<file path="src/rtl/serial_adder.sv">
// Bit-serial adder: one full_adder, LSB first, registered carry.
// Result lands in S/Cout on the final bit edge; done pulses next cycle.
module full_adder (
  input  logic a,
  input  logic b,
  input  logic ci,
  output logic s,
  output logic co
);
  assign s  = a ^ b ^ ci;
  assign co = (a & b) | (ci & (a ^ b));
endmodule

module serial_adder #(
  parameter int WIDTH = 8
) (
  input  logic             clk,
  input  logic             rst_n,
  input  logic             start,
  input  logic [WIDTH-1:0] A,
  input  logic [WIDTH-1:0] B,
  input  logic             Cin,
  output logic             busy,
  output logic             done,
  output logic [WIDTH-1:0] S,
  output logic             Cout
);
  localparam int CW = (WIDTH > 1) ? $clog2(WIDTH) : 1;
  localparam logic [CW-1:0] LAST = CW'(WIDTH - 1);

  typedef enum logic [1:0] {
    IDLE = 2'd0,
    ADD  = 2'd1,
    DONE = 2'd2
  } state_e;

  state_e           state_q, state_d;
  logic [WIDTH-1:0] a_sr_q, a_sr_d;
  logic [WIDTH-1:0] b_sr_q, b_sr_d;
  logic [WIDTH-1:0] sum_sr_q, sum_sr_d;
  logic [WIDTH-1:0] s_q, s_d;
  logic             c_q, c_d;
  logic             cout_q, cout_d;
  logic [CW-1:0]    cnt_q, cnt_d;
  logic             s_bit, c_bit;
  logic             last;

  full_adder u_fa (
    .a  (a_sr_q[0]),
    .b  (b_sr_q[0]),
    .ci (c_q),
    .s  (s_bit),
    .co (c_bit)
  );

  // Terminal compare on cnt, so a power-of-two WIDTH never needs the wrap.
  assign last = (cnt_q == LAST);

  always_ff @(posedge clk or negedge rst_n) begin
    if (!rst_n) begin
      state_q  <= IDLE;
      a_sr_q   <= '0;
      b_sr_q   <= '0;
      sum_sr_q <= '0;
      s_q      <= '0;
      c_q      <= 1'b0;
      cout_q   <= 1'b0;
      cnt_q    <= '0;
    end else begin
      state_q  <= state_d;
      a_sr_q   <= a_sr_d;
      b_sr_q   <= b_sr_d;
      sum_sr_q <= sum_sr_d;
      s_q      <= s_d;
      c_q      <= c_d;
      cout_q   <= cout_d;
      cnt_q    <= cnt_d;
    end
  end

  always_comb begin
    state_d = state_q;
    unique case (state_q)
      IDLE:    if (start) state_d = ADD;
      ADD:     if (last) state_d = DONE;
      DONE:    state_d = IDLE;
      default: state_d = IDLE;
    endcase
  end

  always_comb begin
    a_sr_d   = a_sr_q;
    b_sr_d   = b_sr_q;
    sum_sr_d = sum_sr_q;
    s_d      = s_q;
    c_d      = c_q;
    cout_d   = cout_q;
    cnt_d    = cnt_q;
    unique case (state_q)
      IDLE: begin
        if (start) begin
          a_sr_d   = A;
          b_sr_d   = B;
          c_d      = Cin;
          cnt_d    = '0;
          sum_sr_d = '0;
        end
      end
      ADD: begin
        sum_sr_d = {s_bit, sum_sr_q[WIDTH-1:1]};
        c_d      = c_bit;
        a_sr_d   = {1'b0, a_sr_q[WIDTH-1:1]};
        b_sr_d   = {1'b0, b_sr_q[WIDTH-1:1]};
        cnt_d    = cnt_q + CW'(1);
        if (last) begin
          s_d    = {s_bit, sum_sr_q[WIDTH-1:1]};
          cout_d = c_bit;
        end
      end
      default: ;
    endcase
  end

  always_comb begin
    busy = (state_q == ADD);
    done = (state_q == DONE);
    S    = s_q;
    Cout = cout_q;
  end
endmodule
</file>
<file path="config.mk">
export PLATFORM = sky130hd
export DESIGN_NAME = serial_adder
export DESIGN_NICKNAME = d
export VERILOG_FILES = /design/src/rtl/serial_adder.sv
export SDC_FILE = /design/constraint.sdc
export NUM_CORES = 1
export LEC_CHECK = 0
export BUFFER_PORTS_ARGS = -buffer_cell sky130_fd_sc_hd__buf_2
export CAP_MARGIN = 20
export CORE_UTILIZATION = 45
export CTS_CLUSTER_DIAMETER = 120
export CTS_CLUSTER_SIZE = 10
export DETAILED_ROUTE_END_ITERATION = 16
export PLACE_DENSITY = 0.75
export SLEW_MARGIN = 5
export SYNTH_ARGS = -nofsm -noshare
export SYNTH_HDL_FRONTEND = slang
export SYNTH_SLANG_ARGS = --single-unit
</file>
<file path="constraint.sdc">
create_clock -name clk -period 1.5 [get_ports clk]
set_input_delay 0.3 -clock clk [delete_from_list [all_inputs] [get_ports clk]]
set_output_delay 0.3 -clock clk [all_outputs]
set_load 0.05 [all_outputs]
</file>
==> flow_metrics.env <==
export IMPL_rsz0062_at_grt="true"
export IMPL_slew_headroom_pct=57.0
export IMPL_synth_cell_types=20
export IMPL_syn2layout_area_growth_pct=23.5
export IMPL_synth_area_leaders="dfrtp_1 54%, mux2_4 7.7%, nor4b_1 7.5%, nor3b_1 5.6%, a22o_1 5.5%"
export IMPL_cts_tree="yes"
export IMPL_dp_cells=215
export IMPL_tightest_slew_ps=643
export IMPL_path_cells="ha_2 > ha_4 > nand3b_1 > buf_6 > mux2_4"
export IMPL_grt_antenna_before_repair=0
export IMPL_diodes=0
export IMPL_async_flop_share_pct=100
export IMPL_cp_start_kind="flip-flop"
export IMPL_p_leak_uw=0.00104
export IMPL_crit_arrival_ps=1650
export IMPL_period_minus_slack_ps=1480
export IMPL_port_buffers=30
export IMPL_cp_slowest_stage_delay_ps=400
export IMPL_hpwl_um=2410
export IMPL_synth_edff_count=0
export IMPL_drive_above_1_share_pct=37.8
export IMPL_synth_area_leader_cell="dfrtp_1"
export IMPL_status="finished, final reports clean"
export IMPL_synth_top_flop_cell="dfrtp_1"
export IMPL_yosys_warnings=0
export IMPL_drc=0
export IMPL_ys_ff_latch=38
export IMPL_clockBufferDepth=2
export IMPL_synthCells=138
export IMPL_fin_crit_sh_pct=98.5
export IMPL_max_cap_violations=0
export IMPL_die_h_um=64.4
export IMPL_insertion_delay_ps=290
export IMPL_timing_hold_ws_ps=58.1
export IMPL_dr_total_vias=1247
export IMPL_clkTransAtPathRegs_ps=70
export IMPL_core_area_sq_um=3690
export IMPL_yosysSeqAreaShare_pct=54.3
export IMPL_rows=22
export IMPL_layout_setup_ws_ps=22.7
export IMPL_grt_ovfl_total=0
export IMPL_numCtsBuffers=5
export IMPL_grt_pass1_wl_um=6240
export IMPL_grt_pass1_vias=1305
export IMPL_syn_avg_cell_area_sq_um=12.7
export IMPL_critPathTopFamily="flip-flops"
export IMPL_drt_iter0_drc=53
export IMPL_synth_top_cell_area_share_pct=54.3
export IMPL_synth_fp_nets=161
export IMPL_required_ps=1670
export IMPL_io_pins=31
export IMPL_setup_tns_final_ps=0
export IMPL_nets=202
export IMPL_netlist_area_sq_um=1750
export IMPL_crit_type="reg -> reg"
export IMPL_critPathBufInv=1
export IMPL_die_w_um=64.4
export IMPL_vdd_ir_drop_max_uv=759
export IMPL_grt_usage_pct=20.5
export IMPL_post_drt_wl_per_cell_um=15.8
export IMPL_viasPerCell=5.47
export IMPL_finalSetupViolations=0
export IMPL_hp_class="in -> async"
export IMPL_synth_cells_most_frequent="38 x dfrtp_1, 17 x inv_1, 15 x nor4b_1"
export IMPL_cts_sinks=38
export IMPL_power_per_cell_area_nw_per_um2=2240
export IMPL_critPathCaptureType="flip-flop"
export IMPL_synth_most_common_cell="dfrtp_1"
export IMPL_slew_violations=0
export IMPL_start_util_pct=47.5
export IMPL_cp_num_cells=5
export IMPL_cpMaxStageDelayCell="dfrtp_1"
export IMPL_grt_max_degree=39
export IMPL_finalNonFillerCells=228
export IMPL_reg2regPathDepth=5
export IMPL_routabilityCongestion=0.720
export IMPL_routed_wl_um=3600
export IMPL_dpl_worst_slack_ps=-13.3
export IMPL_cts_root_buffer_cell="clkbuf_8"
export IMPL_htree_levels=2
export IMPL_fin_skew_ps=4.21
export IMPL_hold_violations=0
export IMPL_drt_pass1_iter_count=4
export IMPL_worst_path_max_fanout=5
export IMPL_detail_route_antenna_nets=0
export IMPL_timing_fmax_mhz=677
export IMPL_die_area_sq_um=4150
## cell families after synthesis
family	Yosys count	synth area share (%)
buffers and inverters	28	7.00
adder cells (fa/ha/maj)	3	2.57
AO/OA/AOI/OAI	28	13.5
flip-flops	38	54.3
multiplexers	10	8.36
AND/OR/NAND/NOR	31	14.3
## cells in the final DEF, fill, tap and decap left out, types with 2 or more instances in the layout
| cell | netlist | routed |
|---|---|---|
| buf_4 | 3 | 13 |
| buf_6 | 0 | 2 |
| a221oi_1 | 3 | 3 |
| mux2_4 | 9 | 9 |
| inv_1 | 17 | 17 |
| a22o_1 | 11 | 11 |
| clkbuf_1 | 2 | 2 |
| buf_2 | 5 | 28 |
| nor4b_1 | 15 | 15 |
| clkbuf_8 | 0 | 5 |
| a211oi_1 | 12 | 12 |
| nor3b_1 | 13 | 13 |
| dfrtp_1 | 38 | 36 |
| dfrtp_2 | 0 | 2 |
## area by class of cell
cell class                 instances  area (sq um)
clock buffer                       7          76.3
fill                             314          1530
tap                               48          60.1
inverter                          17          63.8
sequential                        38           953
clock inverter                     1          30.0
timing repair buffer              45           283
multi-input combinational         72           697
## worst reg2reg max path, stage by stage, from the launching register on
cell and delay, ps:
dfrtp_1 400, ha_2 210, ha_4 160, nand3b_1 130, buf_6 160, mux2_4 310
## flip-flops by register name, indices dropped and copies added, names as in the netlist
name      cells
S             8
a_sr_q        8
b_sr_q        8
sum_sr_q      7
cnt_q         3
state_q       2
Cout          1
c_q           1
## timing repair
item | 4_1_cts | 5_1_grt
hold buffers | 0 | 0
gates resized for setup | 9 | 4
cloned | 1 | 0
pin swaps | 1 | 1
setup endpoints to repair | 11 | 11
setup buffers | 4 | 2
hold endpoints to repair | 0 | 0
## power by group
| group | leakage (uW) | total, uW | internal (uW) | switching (uW) |
|---|---|---|---|---|
| registers | 0.000463 | 1810 | 1490 | 320 |
| logic | 0.000521 | 2190 | 998 | 1190 |
| clock network | 0.0000524 | 835 | 497 | 338 |
| total | 0.00104 | 4840 | 2990 | 1850 |
## routing by layer
layer	vias up	routed length, um	GRT usage, %
met2	26	1770	32.4
li1	589	-	-
met1	622	1610	25.7
met5	-	0	0
met3	10	126	6.25
met4	0	96	8.89
## metrics by stage
step	area [sq um]	util, %	total power (uW)
after global placement	1990	54.0	3730
after CTS	2180	59.2	4860
after detailed placement	1990	54.0	3860
after global routing	2160	58.6	5170
final	2160	58.6	4840
after floorplan	1750	-	3320
## final timing paths
path,slack (ps),endpoint,startpoint
setup / recovery,20,S[0]$_DFFE_PN0P_,cnt_q[0]$_DFFE_PN0P_
hold / removal,60,a_sr_q[2]$_DFFE_PN0P_,rst_n
setup reg to reg,20,S[0]$_DFFE_PN0P_,cnt_q[0]$_DFFE_PN0P_
hold reg to reg,510,S[7]$_DFFE_PN0P_,S[7]$_DFFE_PN0P_
max in group asynchronous,1090,state_q[0]$_DFFE_PN0P_,rst_n
min in group clk,230,b_sr_q[7]$_DFFE_PN0P_,B[7]
No activity file was read; power rests on OpenSTA's default activity.
